[src/rtl/text_fetch.sv]
// text_fetch: text-mode front end of the video path.
// Converts display-enable/frame timing into character-cell fetches:
//   VRAM char code -> chargen glyph row -> 8 serialised pixels as 4:4:4 RGB,
// with the pixel stream trailing 'active' by exactly 8 pixel clocks.
module text_fetch #(
  parameter int          COLS      = 128,
  parameter int          ROWS      = 96,
  parameter int          CHAR_H    = 8,
  parameter logic [15:0] VRAM_BASE = 16'h0000,
  parameter logic [11:0] FG        = 12'hFFF,
  parameter logic [11:0] BG        = 12'h000
) (
  input  logic        pix_clk_i,
  input  logic        reset_i,
  input  logic        frame_start_i,
  input  logic        active_i,
  output logic [15:0] vram_addr_o,
  input  logic [7:0]  vram_data_i,
  output logic [11:0] char_addr_o,
  input  logic [7:0]  char_data_i,
  output logic        rgb_valid_o,
  output logic        pix_on_o,
  output logic [3:0]  r_o,
  output logic [3:0]  g_o,
  output logic [3:0]  b_o
);

  // col saturates at COLS, text_row reaches ROWS, so both need one extra code
  localparam int CW = $clog2(COLS + 1);
  localparam int RW = (ROWS < 2) ? 1 : $clog2(ROWS + 1);

  typedef enum logic [1:0] {
    S_IDLE = 2'd0,
    S_HBLK = 2'd1,
    S_RUN  = 2'd2,
    S_OFF  = 2'd3
  } state_t;

  state_t        state_q;
  logic [2:0]    px_q;
  logic [CW-1:0] col_q;
  logic [3:0]    grow_q;
  logic [RW-1:0] trow_q;

  // fetch pipeline: cell issued (vld) and cell actually fetched (fet) per stage
  logic          vld_p0_q, vld_p1_q, vld_p2_q;
  logic          fet_p0_q, fet_p1_q, fet_p2_q;
  logic [15:0]   vram_addr_q;
  logic [15:0]   vram_addr_d;
  logic [11:0]   char_addr_q;
  logic [7:0]    glyph_p3_q;

  // output side: active delayed 8 cycles, local pixel index, glyph shifter
  logic [7:0]    vld_dly_q;
  logic [2:0]    opx_q;
  logic [7:0]    shift_q;

  logic          live;
  logic          cell_start;
  logic          fetch_start;
  logic          col_in_range;
  logic          grow_last;
  logic          trow_last;

  // A visible pixel only counts once a frame_start has armed the FSM.
  assign live         = (state_q != S_IDLE) && active_i;
  assign cell_start   = live && (px_q == 3'd0);
  assign col_in_range = (col_q < CW'(COLS));
  // Cells past the last column, and everything below the last text row, are blank.
  assign fetch_start  = cell_start && (state_q != S_OFF) && col_in_range;
  assign grow_last    = (grow_q == 4'(CHAR_H - 1));
  assign trow_last    = (trow_q == RW'(ROWS - 1));

  // Linear cell address; 16-bit wrap is intentional.
  assign vram_addr_d  = VRAM_BASE + (16'(trow_q) * 16'(COLS)) + 16'(col_q);

  // Line/frame sequencing and the input-side character counters.
  always_ff @(posedge pix_clk_i) begin
    if (reset_i) begin
      state_q <= S_IDLE;
      px_q    <= 3'd0;
      col_q   <= '0;
      grow_q  <= 4'd0;
      trow_q  <= '0;
    end else if (frame_start_i) begin
      state_q <= S_HBLK;
      px_q    <= 3'd0;
      col_q   <= '0;
      grow_q  <= 4'd0;
      trow_q  <= '0;
    end else if (state_q != S_IDLE) begin
      if (active_i) begin
        px_q <= px_q + 3'd1;
        if ((px_q == 3'd7) && col_in_range) begin
          col_q <= col_q + CW'(1);
        end
        if (state_q == S_HBLK) begin
          state_q <= S_RUN;
        end
      end else begin
        // end of line (or idle blanking): a partial cell is simply dropped
        px_q  <= 3'd0;
        col_q <= '0;
        if (state_q == S_RUN) begin
          if (grow_last) begin
            grow_q  <= 4'd0;
            trow_q  <= trow_q + RW'(1);
            state_q <= trow_last ? S_OFF : S_HBLK;
          end else begin
            grow_q  <= grow_q + 4'd1;
            state_q <= S_HBLK;
          end
        end
      end
    end
  end

  // Fetch control: E0 issues the VRAM address, E2 forms the chargen address.
  always_ff @(posedge pix_clk_i) begin
    if (reset_i) begin
      vld_p0_q    <= 1'b0;
      vld_p1_q    <= 1'b0;
      vld_p2_q    <= 1'b0;
      fet_p0_q    <= 1'b0;
      fet_p1_q    <= 1'b0;
      fet_p2_q    <= 1'b0;
      vram_addr_q <= 16'h0000;
      char_addr_q <= 12'h000;
    end else begin
      vld_p0_q <= cell_start;
      fet_p0_q <= fetch_start;
      vld_p1_q <= vld_p0_q;
      fet_p1_q <= fet_p0_q;
      vld_p2_q <= vld_p1_q;
      fet_p2_q <= fet_p1_q;
      if (fetch_start) begin
        vram_addr_q <= vram_addr_d;
      end
      // VRAM read data is valid two edges after the address was issued
      if (fet_p1_q) begin
        char_addr_q <= {vram_data_i, grow_q};
      end
    end
  end

  // Glyph capture at E3; blank cells hold an all-clear row so they show BG.
  always_ff @(posedge pix_clk_i) begin
    if (vld_p2_q) begin
      glyph_p3_q <= fet_p2_q ? char_data_i : 8'h00;
    end
  end

  // Output timing: 8-deep active delay and pixel index within the delayed cell.
  always_ff @(posedge pix_clk_i) begin
    if (reset_i) begin
      vld_dly_q <= 8'h00;
      opx_q     <= 3'd0;
    end else begin
      vld_dly_q <= {vld_dly_q[6:0], live};
      opx_q     <= vld_dly_q[6] ? (opx_q + 3'd1) : 3'd0;
    end
  end

  // Pixel serialiser: load on the first pixel of a delayed cell, then shift MSB-first.
  always_ff @(posedge pix_clk_i) begin
    if (vld_dly_q[6]) begin
      shift_q <= (opx_q == 3'd0) ? glyph_p3_q : {shift_q[6:0], 1'b0};
    end
  end

  assign vram_addr_o       = vram_addr_q;
  assign char_addr_o       = char_addr_q;
  assign rgb_valid_o       = vld_dly_q[7];
  assign pix_on_o          = vld_dly_q[7] & shift_q[7];
  assign {r_o, g_o, b_o}   = vld_dly_q[7] ? (shift_q[7] ? FG : BG) : 12'h000;

endmodule

[config.mk]
export PLATFORM = sky130hd
export DESIGN_NAME = text_fetch
export DESIGN_NICKNAME = d
export VERILOG_FILES = /design/src/rtl/text_fetch.sv
export SDC_FILE = /design/constraint.sdc
export NUM_CORES = 1
export LEC_CHECK = 0
export ABC_AREA = 0
export BUFFER_PORTS_ARGS = -buffer_cell sky130_fd_sc_hd__buf_4
export CORE_ASPECT_RATIO = 0.6
export CORE_MARGIN = 5
export CORE_UTILIZATION = 28
export DETAILED_ROUTE_END_ITERATION = 10
export HOLD_SLACK_MARGIN = 0.08
export PLACE_DENSITY_LB_ADDON = 0.05
export SLEW_MARGIN = 20
export SYNTH_ARGS = -nofsm -noshare
export SYNTH_HDL_FRONTEND = slang
export SYNTH_SLANG_ARGS = --single-unit
export TNS_END_PERCENT = 1
[constraint.sdc]
create_clock -name pix_clk_i -period 3.6 [get_ports pix_clk_i]
set_clock_uncertainty 0.15 [all_clocks]
set_input_delay 0.18 -clock pix_clk_i [delete_from_list [all_inputs] [get_ports pix_clk_i]]
set_output_delay 0.18 -clock pix_clk_i [all_outputs]
set_load 0.02 [all_outputs]
Word-level counts from Yosys, hierarchy flattened
Cells that the tools add are included.
Widths: inputs -> output; s select.

operators by class
  reductions and logical operators = 18
  equality and inequality tests = 9
  add/subtract/negate cells = 6
  muxes and demuxes = 14
  bitwise gates (word level) = 3
  order comparisons = 1

operator list
  kind                 number
  $mux 12              2
  $mux 8               3
  $add 14x8->15        1
  $mux 2               5
  $reduce_and 3->1     3
  $add 8x1->8 const B  1
  $lt 8x8->1 const B   1
  $add 7x1->7 const B  1
  $eq 7x7->1 const B   1
  $add 3x1->3 const B  2
  $logic_not 3->1      2
  $reduce_bool 2->1    3
  $logic_and 1x1->1    5
  $add 4x1->4 const B  1
  $eq 4x3->1 const B   1
  $mux 4               1
  $ne 2x1->1 const B   2
  $reduce_and 4->1     1
  $reduce_or 2->1      2
  $eq 3x3->1 const B   1
  $mux 3               1
  $ne 3x2->1 const B   1
  $reduce_bool 3->1    1
  $eq 2x1->1 const B   1
  other kinds (6)      8

storage, ports and cells
  output and inout bits = 42
  bits in registers = 85
  word-level logic and storage cells = 70
  input bits = 20

Depth between registers and ports, before layout
Gate-level depths: netlist (run 1).

  depth after elaboration = 7
  mapped depth = 7
  gate-level depth less buffers = 6

Worst setup path before layout (run 1)
No wires, ideal clock.

  path kind = flip-flop to flip-flop
  from = register px_q[1]
  to = register col_q[6]
  cell stages (with the launch flop) = 8
  period minus slack after synthesis = 1,734 ps
  arrival = 1,464 ps
  slack = 1,866 ps
  path buffers = 1
  cells stage by stage = dfxtp_1 -> ha_1 -> ha_1 -> nand2b_1 -> buf_2 -> a2111oi_0 -> xnor2_1 -> nor2_1

on the way
  cells in the longest elaborated chain, start to end = 4

RTL lines
  what                        RTL line  text
  from (decl)                 40        logic [2:0] px_q;
  from (signal assigned)      93        px_q <= px_q + 3'd1;
  $eq 3x3->1                  94        if ((px_q == 3'd7) && col_in_range) begin
  $logic_and 1x1->1           94
  $ne 2x1->1 (no line)        n/a
  $reduce_and 2->1 (no line)  n/a
  to (signal assigned)        95        col_q <= col_q + CW'(1);
  to (decl)                   41        logic [CW-1:0] col_q;

No other way between the ends.
A chain may end at the register's enable or synchronous reset.

Final worst setup path (run 1)
  from = register px_q[1]
  to = register col_q[7]

The elaborated chain is that of the path after synthesis.

==> impl_results.md, run 1 <==
* Depth of the CTS H-tree at 3
* DRT met1 WL at 4070 um
* Post-synthesis sequential area ratio at 0.533
* Netlist area before placement at 0.00346 mm^2
* Worst endpoint data arrival time at 2.13 ns
* Type of the worst min-delay path: in -> reg
* Mux share of post-synthesis cell area at 0.0576
* Fraction of layout instances using a drive strength above 1 at 0.221
* Buffers on Ports at 60
* Status: completed
* Max-cap check violation count at 0
* Via count at 2417
* Largest family of logic cells by synthesized area: simple AND/OR/NAND/NOR gates
* Maximum number of pins on one net before global-route repair at 44
* Termination of the worst setup path: col_q[7]$_SDFFE_PP0P_
* Cell type with the highest aggregate area in the netlist: dfxtp_1
* Post-DP HPWL at 5130 um
* Unrepaired setup endpoints after global routing: no
* Height of the die at 96.1 um
* Highest routing layer actually used: met4
* Aggregate negative setup slack at 0 ns
* Wirelength per Cell at 13.0 um
* Number of buffers inserted during clock tree synthesis at 9
* Relative area change from synthesis to final layout at 26.8%
* Final setup violating endpoints at 0
* Horizontal die dimension at 153 um
* Startpoint of the worst-slack reg-to-reg timing path: px_q[1]$_SDFFE_PP0P_
* Max-Slew Margin vs Limit at 0.481
* Total global routing overflow at 0
* Clock tree from TritonCTS: yes
* Worst r2r path cells at 5
* Top Ports at 62
* Ranking of synthesized cells by area: dfxtp_1, edfxtp_1, nor2_1
* Total Power at 0.00190 W
* Crit Path Category: reg -> reg
* Detail Route Antenna Nets at 0
* Commonest non-fill, non-tap cells in the layout: dfxtp_1, buf_4, nor2_1
* Destination of the worst register-to-register timing path: col_q[7]$_SDFFE_PP0P_
* Most frequently used flop master after synthesis: dfxtp_1
* Required time worst endpoint at 3.73 ns
* DRC violations left at 0
* Setup slack of the most critical reg-to-reg path at 1.59 ns
* Count of final hold-check violations at 0
* Met2 Routed Length at 2800 um
* Area of the die at 0.0147 mm^2
* Number of antenna violations at the first check in global routing at 0
* Number of global-route vias before repair at 2336
* DR vias/cell at 4.26
* Crit-path max FO at 10
* Fraction of synthesized cell area taken by the top area cell type at 0.394
* Async set or reset register ratio after synthesis at 0
* Total routed wirelength at 7370 um
* Synthesized instance count at 339
* EDFF count, synth at 16
* Fraction of the mapped netlist area in compound gates at 0.0663
* Basic-gate share of the synthesized area counting and, or, nand and nor cells at 0.181
* Length of the first detailed-routing pass in iterations at 4
* Count of synthesis-stage warnings from yosys at 0
* Bufs on Longest Clock Path at 2
* Met3 wire len at 404 um
* Cells on Worst Hold Path at 2
* Leading cell type in the layout, fill and taps excluded: dfxtp_1
* DRT iter0 DRCs at 116
* Buffer cell driving the clock tree root: clkbuf_16
* Post-CTS clock slew at the launch and capture registers of the worst setup and hold paths at 0.06 ns
* CP startpoint kind: register
* Synthesized netlist net count at 369
* Fin crit period at 2.01 ns
* Overall routing resource usage at 0.107
* Initial Utilization at 0.286
* Maximum operating frequency at 498 MHz
* Synth cell types at 42
* # diodes at 0
* Placeable Area at 0.0121 mm^2
* Number of pins with negative max-slew slack in the final report at 0
* Total number of nets in the final design at 428
* XOR/XNOR share of the synthesized area at 0.0532
* IR Drop Worst-Case VDD at 0.186 mV
* Post-synthesis average cell area at 10.2 um^2
* Sort of element at the end of the critical path: register
* Final estimated routing congestion in global placement at 0.731
* Synthesized-area fraction occupied by adder cells at 0.0420
* Static Leakage at 1.60 nW
* Post_cts resized at 0
* Global-route wire length before repair at 12500 um
* Number of rows in the core area at 31
* Worst setup startpoint: px_q[1]$_SDFFE_PP0P_
* Number of synthesized register bits at 84
* Measured slew at the worst slew-check pin at 0.777 ns
* Hold slack final at 0.137 ns
* Clock sink total at 84
* Portion of the clock cycle consumed by the worst path in the final layout at 0.558
* Latest clock arrival within the worst-skew pair at 0.33 ns
* Ratio of total power to cell area at 434 mW/mm^2
* Post-CTS Setup Repair Bufs at 0
area by class of cell:
type | instances | area, um^2
timing repair buffer | 79 | 638
clock buffer | 11 | 233
inverter | 11 | 41.3
multi-input combinational | 213 | 1390
tap | 165 | 206
clock inverter | 5 | 28.8
fill | 1236 | 7680
sequential | 84 | 1840
registers in the layout, indices dropped and copies added (netlist names), 4 cells and up:
register     count
char_addr_o     12
grow_q           4
trow_q           7
vld_dly_q        8
shift_q          8
glyph_p3_q       8
vram_addr_o     15
col_q            8
critical path, stage by stage (launching register included):
cell	delay (ns)
dfxtp_1	0.35
ha_1	0.16
ha_1	0.14
nand2b_1	0.19
a2111oi_0	0.75
o21ba_2	0.21
worst min-delay path by stage:
stage / slack, ns / to / startpoint
3_3_place_gp: 0.25 / state_q[0]$_SDFFE_PP0P_ / frame_start_i
5_1_grt: 0.16 / char_addr_o[0]$_SDFFE_PP0P_ / reset_i
4_1_cts: 0.15 / char_addr_o[1]$_SDFFE_PP0P_ / reset_i
2_1_floorplan: 0.15 / state_q[0]$_SDFFE_PP0P_ / frame_start_i
3_5_place_dp: 0.25 / state_q[0]$_SDFFE_PP0P_ / frame_start_i
6_report: 0.14 / char_addr_o[9]$_SDFFE_PP0P_ / reset_i
synthesized netlist by cell type (2+ instances only):
library cell / instances
a2111oi_0: 2
a211oi_1: 8
a21oi_1: 18
and2_1: 11
buf_2: 3
buf_4: 14
buf_6: 2
clkbuf_1: 12
dfxtp_1: 68
edfxtp_1: 16
ha_1: 10
inv_1: 11
maj3_1: 2
mux2_2: 7
mux2i_1: 12
nand2_1: 31
nand2b_1: 3
nand3_1: 6
nand4_1: 2
nor2_1: 38
nor2_2: 2
nor2b_1: 11
nor3_1: 5
nor4_4: 2
o21ai_0: 4
or2_2: 2
or3_1: 3
xnor2_1: 16
xor2_1: 5
through the flow:
stage | setup WS (ns) | instance area, um^2 | util | cells
after global placement | 1.67 | 3940 | 0.327 | 534
after CTS | 1.63 | 4380 | 0.363 | 568
after floorplan | 1.87 | 3460 | - | 339
after global routing | 1.52 | 4380 | 0.363 | 568
after detailed placement | 1.66 | 3940 | 0.327 | 534
final | 1.59 | 4380 | 0.363 | 568
layer usage:
metal	up-vias	track usage
met5	-	0
met4	0	0.0397
met3	9	0.0382
met2	51	0.143
met1	1111	0.155
li1	1246	-
where the power goes:
part | switching (W) | leakage, nW | internal [W]
clock | 0.000363 | 0.123 | 0.000463
sequential | 0.00000936 | 0.670 | 0.000966
combinational | 0.0000500 | 0.809 | 0.0000481
logic make-up (layout without fill, tap and decap cells):
kind of cell               count (synthesis)  count (layout)
other                                      1               1
adders and majority gates                 12              12
DFF                                       84              84
and+or+nand+nor                          123             123
buffers and inverters                     42             106
AOI/OAI and AO/OA                         37              37
xor gates and xnor gates                  21              21
muxes                                     19              19
what timing repair did:
action,4_1_cts,5_1_grt
hold buffers,18,0
hold endpoints to repair,19,0
endpoints found under the setup margin,0,0
No activity file was read; power rests on OpenSTA's default activity.
==> inputs of run 2 (changes only) <==
Clock period 3.6 ns to 1.6 ns, I/O delays scaled along.
==> impl_results.md, run 2 (synthesis results as in run 1) <==
* Status: finished, violations left (was completed)
* Violated checks: setup timing
* Bufs on Longest Clock Path at 2 (unchanged)
* Portion of the clock cycle consumed by the worst path in the final layout at 1.06 (was 0.558)
* Number of buffers inserted during clock tree synthesis at 9 (unchanged)
* Static Leakage at 1.89 nW (was 1.60 nW)
* Number of rows in the core area at 31 (unchanged)
* Total routed wirelength at 7970 um (was 7370 um)
* Commonest non-fill, non-tap cells in the layout: buf_4, dfxtp_1, nor2_1 (was dfxtp_1, buf_4, nor2_1)
* Clock tree from TritonCTS: yes (unchanged)
* Fin crit period at 1.69 ns (was 2.01 ns)
* Kind of cell adding the most delay to the critical path: buffers and inverters (was compound AO/OA/AOI/OAI gates)
* Final estimated routing congestion in global placement at 0.700 (was 0.731)
* Relative area change from synthesis to final layout at 43.2% (was 26.8%)
* Overall routing resource usage at 0.112 (was 0.107)
* Depth of the CTS H-tree at 3 (unchanged)
* Critical-path cell list: inv_2 -> ha_4 -> nand2b_4 -> buf_6 -> nor4_4 -> buf_4 -> buf_6 -> nand4_1 -> a21oi_1 (was ha_1 -> ha_1 -> nand2b_1 -> a2111oi_0 -> o21ba_2)
* Top Ports at 62 (unchanged)
* Detail Route Antenna Nets at 0 (unchanged)
* Length of the first detailed-routing pass in iterations at 5 (was 4)
* Via count at 2580 (was 2417)
* DRC violations left at 0 (unchanged)
* Buffers on Ports at 60 (unchanged)
* Max reg flops at 15 (unchanged)
* Most used cell, CP: buf_6 (was ha_1)
* Number of global-route vias before repair at 2562 (was 2336)
* Leading cell type in the layout, fill and taps excluded: buf_4 (was dfxtp_1)
* Slowest-stage cell, CP: dfxtp_2 (was a2111oi_0)
* Total number of nets in the final design at 473 (was 428)
* Crit-path max FO at 5 (was 10)
* Area of the die at 0.0147 mm^2 (unchanged)
* Required time worst endpoint at 1.71 ns (was 3.73 ns)
* Number of buffer and inverter instances along the worst setup path at 4 (was 0)
* Number of pins with negative max-slew slack in the final report at 0 (unchanged)
* Maximum operating frequency at 590 MHz (was 498 MHz)
* Count of final hold-check violations at 0 (unchanged)
* DR vias/cell at 4.21 (was 4.26)
* Horizontal die dimension at 153 um (unchanged)
* Max-Slew Margin vs Limit at 0.622 (was 0.481)
* Measured slew at the worst slew-check pin at 0.561 ns (was 0.777 ns)
* DRT iter0 DRCs at 117 (was 116)
* # diodes at 0 (unchanged)
* Crit Path Category: reg -> reg (unchanged)
* End-of-flow core utilization at 0.410 (was 0.363)
* Placeable Area at 0.0121 mm^2 (unchanged)
* Total global routing overflow at 0 (unchanged)
* Global-route wire length before repair at 13100 um (was 12500 um)
* Unrepaired setup endpoints after global routing: yes (was no)
* Initial Utilization at 0.286 (unchanged)
* Buffer cell driving the clock tree root: clkbuf_16 (unchanged)
* Sort of element at the end of the critical path: register (unchanged)
* FILL cells at 1220 (was 1236)
* Clock sink total at 84 (unchanged)
* Fraction of layout instances using a drive strength above 1 at 0.375 (was 0.221)
* IR Drop Worst-Case VDD at 0.741 mV (was 0.186 mV)
* Number of antenna violations at the first check in global routing at 0 (unchanged)
* Final setup margin at -0.0941 ns (was 1.59 ns)
* Wirelength per Cell at 13.0 um (about the same)
* Post-DP HPWL at 5500 um (was 5130 um)
* Latest clock arrival within the worst-skew pair at 0.33 ns (about the same)
* Final setup violating endpoints at 15 (was 0)
* Maximum number of pins on one net before global-route repair at 40 (was 44)
* Type of the worst min-delay path: in -> reg (unchanged)
* CP startpoint kind: register (unchanged)
* CP peak stage delay at 0.32 ns (was 0.75 ns)
* Total Power at 0.00453 W (was 0.00190 W)
* Ratio of total power to cell area at 915 mW/mm^2 (was 434 mW/mm^2)
* Height of the die at 96.1 um (unchanged)
* Max-cap check violation count at 0 (unchanged)
* Worst endpoint data arrival time at 1.80 ns (was 2.13 ns)
* Post-CTS clock slew at the launch and capture registers of the worst setup and hold paths at 0.06 ns (about the same)
-- run 2: timing repair --
item | CTS | global route
pin swaps | 4 | 16
hold buffers | 19 | 0
cloned | 1 | 2
resized for setup | 15 | 28
hold endpoints to repair | 24 | 0
setup buffers | 0 | 3
endpoints found under the setup margin | 21 | 38
-- run 2: path summary, 6_finish.rpt --
kind,cells after the start,to,startpoint,slack (ns)
max reg2reg,9,vram_addr_o[14]$_SDFFE_PP0P_,px_q[0]$_SDFFE_PP0P_,-0.09
min reg2reg,1,opx_q[0]$_SDFF_PP0_,opx_q[0]$_SDFF_PP0_,0.28
max,9,vram_addr_o[14]$_SDFFE_PP0P_,px_q[0]$_SDFFE_PP0P_,-0.09
min,4,px_q[0]$_SDFFE_PP0P_,active_i,0.19
-- run 2: layout make-up --
| type | instances | area (um^2) | share of cell area |
|---|---|---|---|
| sequential | 84 | 1850 | 0.375 |
| timing repair buffer | 124 | 1020 | 0.206 |
| clock inverter | 6 | 65.1 | 0.0131 |
| clock buffer | 10 | 229 | 0.0463 |
| inverter | 11 | 41.3 | 0.00834 |
| multi-input combinational | 213 | 1530 | 0.310 |
| tap | 165 | 206 | 0.0417 |
-- run 2: report_power, final --
group          leakage, nW  internal (W)  switching [W]
combinational         1.07      0.000154       0.000145
clock                0.142       0.00121       0.000832
sequential           0.674       0.00217      0.0000143
total                 1.89       0.00354       0.000991
-- run 2: routing by layer --
metal / up-vias / global-route usage / wire length, um / share of wire
li1: 1328 / - / - / -
met1: 1188 / 0.162 / 4360 / 0.55
met2: 56 / 0.154 / 3110 / 0.39
met3: 8 / 0.0386 / 413 / 0.052
met4: 0 / 0.0389 / 92 / 0.012
met5: - / 0 / 0 / 0
-- run 2: worst register-to-register path, stage by stage, from the launching register on --
cell      delay [ns]
dfxtp_2         0.32
inv_2           0.08
ha_4            0.13
nand2b_4        0.06
buf_6           0.11
nor4_4          0.24
buf_4           0.18
buf_6           0.13
nand4_1         0.09
a21oi_1         0.13
-- run 2: metrics by stage --
step           setup TNS [ns]  cells  hold WS [ns]  setup slack, ns  instance area, um^2
6_report               -0.928    613         0.187          -0.0941                 4950
5_1_grt                 -2.41    613         0.212           -0.167                 4950
4_1_cts                 -1.06    608         0.182          -0.0895                 4810
3_5_place_dp            -2.06    572         0.151           -0.197                 4270
3_3_place_gp            -1.49    572         0.150           -0.200                 4270
2_1_floorplan          -0.456    339        0.0506          -0.0340                 3490
